## config.mk

```make
export PLATFORM = sky130hd
export DESIGN_NAME = pipe_stage_reg
export DESIGN_NICKNAME = d
export VERILOG_FILES = /design/src/rtl/pipe_stage_reg.sv
export SDC_FILE = /design/constraint.sdc
export NUM_CORES = 1
export LEC_CHECK = 0
export CORE_MARGIN = 1
export CORE_UTILIZATION = 40
export DETAILED_ROUTE_END_ITERATION = 16
export GPL_TIMING_DRIVEN = 0
export HOLD_SLACK_MARGIN = 0.1
export PLACE_DENSITY = 0.89
export SETUP_SLACK_MARGIN = 0.1
export SLEW_MARGIN = 5
export SYNTH_ARGS = -nofsm -noshare
export SYNTH_HDL_FRONTEND = slang
export SYNTH_SLANG_ARGS = --single-unit
```

## constraint.sdc

```tcl
create_clock -name clk -period 2.6 [get_ports clk]
set_input_delay 0.65 -clock clk [delete_from_list [all_inputs] [get_ports clk]]
set_output_delay 0.65 -clock clk [all_outputs]
set_load 0.05 [all_outputs]
```

## src/rtl/pipe_stage_reg.sv

```systemverilog
// pipe_stage_reg: valid/ready pipeline register stage.
// Build option: define PIPE_STAGE_SKID_EN for the two-entry skid buffer
// (registered in_ready, full throughput). Without it the stage is a single
// register whose in_ready also looks at out_ready.
`timescale 1ns/1ps

module pipe_stage_reg #(
  parameter int          N       = 64,
  parameter logic [N-1:0] RST_VAL = '0
) (
  input  logic         clk,
  input  logic         rst,
  input  logic         flush,
  input  logic         in_valid,
  output logic         in_ready,
  input  logic [N-1:0] in_data,
  output logic         out_valid,
  input  logic         out_ready,
  output logic [N-1:0] out_data,
  output logic [1:0]   occupancy
);

  logic accept;
  logic drain;

`ifdef PIPE_STAGE_SKID_EN

  // EMPTY: nothing held; HALF: main register valid; FULL: main + skid valid.
  typedef enum logic [1:0] {
    EMPTY = 2'd0,
    HALF  = 2'd1,
    FULL  = 2'd2
  } state_t;

  state_t       state_reg;
  state_t       state_next;
  logic [N-1:0] main_data_reg;
  logic [N-1:0] main_data_next;
  logic [N-1:0] skid_data_reg;
  logic [N-1:0] skid_data_next;

  // in_ready depends only on the state register, so out_ready never reaches it.
  assign in_ready  = (state_reg != FULL);
  assign out_valid = (state_reg != EMPTY);
  assign out_data  = main_data_reg;
  assign occupancy = (state_reg == FULL) ? 2'd2 :
                     (state_reg == HALF) ? 2'd1 : 2'd0;

  assign accept = in_valid & in_ready;
  assign drain  = out_valid & out_ready;

  // Next-state and data steering; flush wins over any simultaneous transfer.
  always_comb begin
    state_next     = state_reg;
    main_data_next = main_data_reg;
    skid_data_next = skid_data_reg;
    if (flush) begin
      state_next = EMPTY;
    end else begin
      case (state_reg)
        EMPTY: begin
          if (accept) begin
            main_data_next = in_data;
            state_next     = HALF;
          end
        end
        HALF: begin
          if (accept && drain) begin
            main_data_next = in_data;
          end else if (accept) begin
            skid_data_next = in_data;
            state_next     = FULL;
          end else if (drain) begin
            state_next = EMPTY;
          end
        end
        FULL: begin
          if (drain) begin
            main_data_next = skid_data_reg;
            state_next     = HALF;
          end
        end
        default: state_next = EMPTY;
      endcase
    end
  end

  // State and data registers with asynchronous reset.
  always_ff @(posedge clk or posedge rst) begin
    if (rst) begin
      state_reg     <= EMPTY;
      main_data_reg <= RST_VAL;
      skid_data_reg <= RST_VAL;
    end else begin
      state_reg     <= state_next;
      main_data_reg <= main_data_next;
      skid_data_reg <= skid_data_next;
    end
  end

`else

  logic         valid_reg;
  logic [N-1:0] data_reg;

  // The register can take new data whenever it is empty or being drained now.
  assign in_ready  = ~valid_reg | out_ready;
  assign out_valid = valid_reg;
  assign out_data  = data_reg;
  assign occupancy = {1'b0, valid_reg};

  assign accept = in_valid & in_ready;
  assign drain  = valid_reg & out_ready;

  // Single holding register; flush drops both the held and the incoming entry.
  always_ff @(posedge clk or posedge rst) begin
    if (rst) begin
      valid_reg <= 1'b0;
      data_reg  <= RST_VAL;
    end else if (flush) begin
      valid_reg <= 1'b0;
    end else if (accept) begin
      valid_reg <= 1'b1;
      data_reg  <= in_data;
    end else if (drain) begin
      valid_reg <= 1'b0;
    end
  end

`endif

endmodule

```

[Yosys cells after proc, flatten, opt, wreduce, memory -nomap -nowiden]
Index checks and enable logic that the tools add are counted.
Cells by class
  bitwise logic cells: 5
  mux-type cells: 3
  reduce and logical (&&, ||, !) cells: 2
Operator list (number)
  2-to-1 mux 1 bit: 3
  nonzero test 3 bit: 1
  AND 1 bit: 2
  inverter 1 bit: 2
  AND reduction 2 bit: 1
  bitwise OR 1 bit: 1
Storage, ports and cells
  bits in registers: 65
  input bits: 69
  word-level logic and storage cells: 12
  output and inout bits: 68

[Logic depth before layout (Yosys ltp)]
Gate-level depths: netlist of run 1.
  depth in word-level cells: 5
  gate-level depth with buffers: 5
  depth with buffers taken out: 3

[Worst setup path before layout of run 1]
OpenSTA, ideal clock, no wires.
  path kind: flip-flop to output port
  from: register valid_reg, in the netlist out_valid
  to: output in_ready
  data arrival time: 1083 ps
  required time: 1950 ps
  buffers on the path: 0
  setup slack: 867 ps
  cell stages (with the launch flop): 3
  path through: dfrtp_1 nor2b_4 inv_1
Between the ends
  cells in the longest elaborated chain, start to end: 2
RTL lines
  start: declaration: line 103  | logic valid_reg;
  start signal: assignment: line 118  | valid_reg <= 1'b0;
  start signal: assignment: line 121  | valid_reg <= 1'b0;
  start signal: assignment: line 123  | valid_reg <= 1'b1;
  inverter 1 bit: line 107  | assign in_ready = ~valid_reg | out_ready;
  bitwise OR 1 bit: line 107
  end: declaration: line 15  | output logic in_ready,
No other way between the ends.

[Worst setup path in the final report of run 1]
  from: input out_ready
  to: output in_ready
Between the ends
  cells in the longest elaborated chain, start to end: 1
RTL lines
  start: declaration: line 18  | input logic out_ready,
  bitwise OR 1 bit: line 107
No other way between the ends.

==> out/qor.txt, run 1 <==
status -> finished clean
post-synthesis simple-gate area fraction -> 1.222%
gr ovfl total -> 0
footprint of the multi-input gates -> 983.4 um^2
clock buffer depth -> 2
final hold viol count -> 0
Detail Route Antenna Nets -> 0
Synth Register Bits -> 65
Final Max Tran Viols -> 0
Crit. Startpoint -> out_ready
Filler Cell Count -> 457
sw power -> 1.278 mW
RSZ-0062 raised after global routing -> false
Seq/Total Area, Yosys -> 58.85%
DIE AREA -> 0.007246 mm^2
period utilization -> 92.96%
CP Max Fanout -> 3
CP Cell Sequence -> clkdlybuf4s50_1, nor2b_4, inv_1, dlygate4sd2_1
Adder-Cell Fraction of Synth Area -> 0%
post-route cell area -> 0.004404 mm^2
vias per cell -> 4.588
Worst-path clk slew -> 0.07 ns
final setup fails -> 0
share of layout cells above drive strength 1 -> 30.64%
min Tclk post-route -> 2.417 ns
slowest stage delay, CP -> 0.51 ns
Synth Area in Compound Gates -> 0%
clock tree sinks -> 65
Design Power -> 3.485 mW
Crit. End Element -> output port
CORE AREA -> 0.006495 mm^2
routability congestion estimate -> 0.6896
top post-synthesis cells by area -> dfrtp_1 59%, mux2_4 33%, buf_12 4.3%, mux2_2 1.6%, buf_4 0.54%
Synth top cells by count -> 65 x dfrtp_1, 60 x mux2_4, 6 x buf_12
DP Area -> 0.004232 mm^2
Mapped Avg Cell Area -> 19.06 um^2
IO Count -> 137
crit path launch type -> input pin
num rows -> 29
Area growth, synth to finish -> 59.35%
final hold slack -> 0.5075 ns
Yosys cell types -> 11
Synth async-reset ratio -> 100.0%
most frequent cell after synthesis -> dfrtp_1
relative slew slack -> 56.68%
post-DP HPWL -> 4.533 mm
post-synth top area share -> 58.85%
cell-internal power -> 2.207 mW
Skew-Pair Late Insertion Delay -> 0.32 ns
via count -> 1716
crit path DAT -> 1.77 ns
CP endpoint -> in_ready
Worst Skew -> 0.003201 ns
slowest cell on the critical path -> dlygate4sd2_1
initial antenna violation count -> 0
top_reg_cell synth -> dfrtp_1
reg2reg path depth -> 5
largest net degree at the start of global routing -> 36
final setup margin -> 0.1830 ns
1st-iter DRT viols -> 26
R2R Setup Slk -> 1.05 ns
FMAX -> 0.4137 GHz
detailed-route DRC error count -> 0
main combinational cell family by area after synthesis -> multiplexers
Core Util, Final -> 67.81%
worst reg2reg endpoint -> out_data[58]$_DFFE_PP0P_
vias in the first global route -> 1847
Crit Path Class -> in2out
initial core utilization -> 42.55%
register area -> 0.001627 mm^2
DR pass1 iterations -> 4
drt total wl -> 6.109 mm
critical path data required time -> 1.95 ns
final net count -> 361
Max VDD drop -> 0.0004516 V
Layout Cells excl Fill -> 374
XOR/XNOR Fraction of Synth Area -> 0%
H-tree depth -> 3
Inserted Clock Buffers -> 9
PD cells -> 791.3 mW/mm^2
combinational share of power -> 41.7%
Synth area leader -> dfrtp_1
actual slew at the worst max-slew pin -> 0.6488 ns
setup tns final -> 0 ns
post-synthesis mux area share -> 34.22%
TritonCTS clock tree -> yes
EDFF count, synth -> 0
number of max-cap violations -> 0
Clock Power Share -> 21.5%
Worst R2R Start -> out_valid$_DFFE_PP0P_
yosys warns -> 0
leakage power -> 1.941 nW
Sw Ratio -> 36.67%
Die X -> 85.13 um
Syn Inst Count -> 145
Die Y -> 85.13 um
Flop pwr share -> 36.8%
buffers added on ports -> 135
diode count -> 0
first-pass GRT wire length -> 9.397 mm
Hold Path Class -> reg2reg
Root Buffer -> clkbuf_8
Post-Syn Area -> 0.002764 mm^2
dpl cells -> 358
GRT Total Usage -> 17.30%
dpl ws -> -0.09217 ns
WL/cell -> 16.33 um
syn_nets -> 214
per-layer routing:
metal	vias up	GRT usage [%]	wire length, um
met5	-	0	0
met4	0	6.471	58
met3	8	4.767	411
met2	76	29.77	3181
met1	839	20.71	2457
li1	793	-	-
area by class of cell:
| cell class | count | area share [%] |
|---|---|---|
| Sequential cell | 65 | 36.93 |
| Timing Repair Buffer | 136 | 31.11 |
| Multi-Input combinational cell | 69 | 22.33 |
| Clock buffer | 13 | 3.608 |
| Buffer | 9 | 3.324 |
| Tap cell | 77 | 2.188 |
| Clock inverter | 3 | 0.3409 |
| Inverter | 2 | 0.1705 |
repair_timing:
action / CTS / global route
hold buffers: 0 / 0
buffers inserted: 0 / 0
hold endpoints to repair: 0 / 0
gates resized for setup: 1 / 0
setup endpoints to repair: 1 / 0
worst max-delay path, delay by kind of cell:
| kind | cells | cell delay [ns] |
|---|---|---|
| buffers and inverters | 3 | 1.05 |
| AND/OR/NAND/NOR | 1 | 0.06 |
power groups by stage:
| stage | combinational [mW] | sequential, mW | clock, mW |
|---|---|---|---|
| 4_1_cts | 1.47 | 1.29 | 0.772 |
| 3_3_place_gp | 1.44 | 1.29 | 0 |
| 6_report | 1.45 | 1.28 | 0.750 |
| 5_1_grt | 1.50 | 1.30 | 0.808 |
| 2_1_floorplan | 0.335 | 1.90 | 0 |
| 3_5_place_dp | 1.46 | 1.30 | 0 |
kinds of logic (layout without fill, tap and decap cells):
group | after synthesis | after routing
simple gates | 4 | 4
other cells | 1 | 1
buf+inv | 11 | 163
flops | 65 | 65
mux | 64 | 64
cell usage in the layout, fill, tap and decap left out:
| cell | count |
|---|---|
| buf_4 | 2 |
| clkinv_2 | 3 |
| dfrtp_1 | 65 |
| inv_1 | 1 |
| clkbuf_1 | 2 |
| nor2b_4 | 1 |
| clkbuf_8 | 11 |
| nor2_1 | 2 |
| mux2_2 | 4 |
| buf_12 | 7 |
| inv_2 | 1 |
| nor3b_2 | 1 |
| clkdlybuf4s50_1 | 134 |
| buf_6 | 1 |
| mux2_4 | 60 |
| dlygate4sd2_1 | 1 |
| conb_1 | 1 |
registers in the layout, summed over array words and instances (netlist names):
register	flops
out_data	64
out_valid	1
how the worst min path moves through the flow:
stage                                           to  slack [ns]                startpoint  cells past startpoint
after floorplan              out_valid$_DFFE_PP0P_        0.72                     flush                      1
after global placement    out_data[19]$_DFFE_PP0P_        0.49  out_data[19]$_DFFE_PP0P_                      1
after detailed placement  out_data[36]$_DFFE_PP0P_        0.49  out_data[36]$_DFFE_PP0P_                      1
after CTS                 out_data[36]$_DFFE_PP0P_        0.51  out_data[36]$_DFFE_PP0P_                      1
after global routing      out_data[60]$_DFFE_PP0P_        0.52  out_data[60]$_DFFE_PP0P_                      1
final                     out_data[36]$_DFFE_PP0P_        0.51  out_data[36]$_DFFE_PP0P_                      1
(Power assumes the default switching activity.)
==> run 2, diff against run 1 <==
Settings changed: CELL_PAD_IN_SITES_DETAIL_PLACEMENT from default to 0, CELL_PAD_IN_SITES_GLOBAL_PLACEMENT from default to 1, CORE_UTILIZATION 40 to 32.
==> run 2 against run 1 <==
Sequential share of layout area is 0.27 points lower; non-clock buffer count is 1 lower; hold slack better by 0.0019 ns; combinational power hardly changed; largest cell class unchanged.
==> out/qor.txt, run 2 (same netlist as run 1, synthesis figures left out) <==
diode count -> 0
Hold Path Class -> reg2reg
met1 wire length -> 2.519 mm
CP Max Fanout -> 3
critical path data required time -> 1.95 ns
clock tree sinks -> 65
GRT Total Usage -> 13.46%
routability congestion estimate -> 0.6610
final hold slack -> 0.5094 ns
CP top delay family -> buffers and inverters
gr ovfl total -> 0
IO Count -> 137
Worst Skew -> 0.007589 ns
DP Area -> 0.004249 mm^2
Max VDD drop -> 0.0004029 V
final setup margin -> 0.1836 ns
CORE AREA -> 0.008299 mm^2
Buf/Inv on CP -> 3
detailed-route DRC error count -> 0
share of layout cells above drive strength 1 -> 30.07%
status -> finished clean
dpl ws -> -0.09998 ns
Core Util, Final -> 53.46%
dpl cells -> 385
Filler Cell Count -> 702
slowest stage delay, CP -> 0.51 ns
crit path DAT -> 1.77 ns
crit path launch type -> input pin
RSZ-0062 raised after global routing -> false
DR top layer -> met4
DR WL met2 -> 2.800 mm
PD cells -> 801.5 mW/mm^2
Design Power -> 3.556 mW
final setup fails -> 0
buffers added on ports -> 135
drt total wl -> 5.781 mm
max reg flops -> 64
vias per cell -> 4.264
slowest cell on the critical path -> dlygate4sd2_1
Die Y -> 94.94 um
WL/cell -> 14.42 um
num rows -> 33
Inserted Clock Buffers -> 9
actual slew at the worst max-slew pin -> 0.7758 ns
min Tclk post-route -> 2.416 ns
H-tree depth -> 3
DIE AREA -> 0.009013 mm^2
critical path depth in cells -> 4
CP Cell Sequence -> clkdlybuf4s50_1, nor2b_4, inv_1, dlygate4sd2_1
Crit. End Element -> output port
setup tns final -> 0 ns
largest net degree at the start of global routing -> 66
Root Buffer -> clkbuf_8
Layout Cells excl Fill -> 401
most frequent cells in the layout -> 134 x clkdlybuf4s50_1, 65 x dfrtp_1, 60 x mux2_4
Crit Path Class -> in2out
post-DP HPWL -> 4.105 mm
final net count -> 360
postcts setup bufs -> 0
Gates resized, CTS repair -> 1
initial core utilization -> 33.30%
Final Max Tran Viols -> 0
leakage power -> 1.936 nW
Die X -> 94.94 um
most common cell after layout, fill and taps aside -> clkdlybuf4s50_1
Detail Route Antenna Nets -> 0
reg2reg path depth -> 5
hold path depth -> 1
clock buffer depth -> 2
period utilization -> 92.94%
vias in the first global route -> 1799
initial antenna violation count -> 0
post-route cell area -> 0.004437 mm^2
1st-iter DRT viols -> 18
TritonCTS clock tree -> yes
relative slew slack -> 48.28%
DR pass1 iterations -> 2
Area growth, synth to finish -> 60.53%
Skew-Pair Late Insertion Delay -> 0.33 ns
# hold bufs at CTS -> 0
FMAX -> 0.4138 GHz
first-pass GRT wire length -> 9.094 mm
via count -> 1710
number of max-cap violations -> 0
met3 WL -> 372 um
final hold viol count -> 0
Worst-path clk slew -> 0.07 ns
[run 2: cell type report]
| type | instances | area [um^2] | share of cell area, % |
|---|---|---|---|
| Buffer | 9 | 146.4 | 3.299 |
| Clock buffer | 13 | 148.9 | 3.356 |
| Clock inverter | 3 | 40.04 | 0.9024 |
| Inverter | 2 | 10.01 | 0.2256 |
| Multi-Input combinational cell | 69 | 983.4 | 22.17 |
| Sequential cell | 65 | 1627 | 36.66 |
| Tap cell | 105 | 131.4 | 2.961 |
| Timing Repair Buffer | 135 | 1350 | 30.43 |
[run 2: worst register-to-register path, stage by stage, from the launching register on]
cell     delay [ns]
dfrtp_1        0.40
nor2b_4        0.14
nor3b_2        0.17
buf_6          0.24
buf_12         0.18
mux2_4         0.31
[run 2: where the power goes]
part / switching [mW] / internal (mW)
Sequential: 0.0988 / 1.18
Combinational: 0.817 / 0.626
Clock: 0.363 / 0.468
Total: 1.28 / 2.28
[run 2: per-layer routing]
layer / up-vias / track usage [%]
met5: - / 0
met4: 0 / 5.303
met3: 8 / 4.670
met2: 66 / 21.64
met1: 846 / 16.51
li1: 790 / -
[run 2: path summary, 6_finish.rpt]
kind                                           from                       end  slack (ns)
max                                       out_ready                  in_ready        0.18
min                        out_data[28]$_DFFE_PP0P_  out_data[28]$_DFFE_PP0P_        0.51
max reg2reg                   out_valid$_DFFE_PP0P_   out_data[6]$_DFFE_PP0P_        1.04
min reg2reg                out_data[28]$_DFFE_PP0P_  out_data[28]$_DFFE_PP0P_        0.51
max in group asynchronous                       rst  out_data[60]$_DFFE_PP0P_        1.27
min in group asynchronous                       rst  out_data[34]$_DFFE_PP0P_        0.82
==> run 3, diff against run 2 <==
Settings changed: CTS_CLUSTER_SIZE from default to 10, SKIP_LAST_GASP from default to 1.
==> results of run 3 <==
No change in the layout: final DEF, timing and power equal those of run 2.
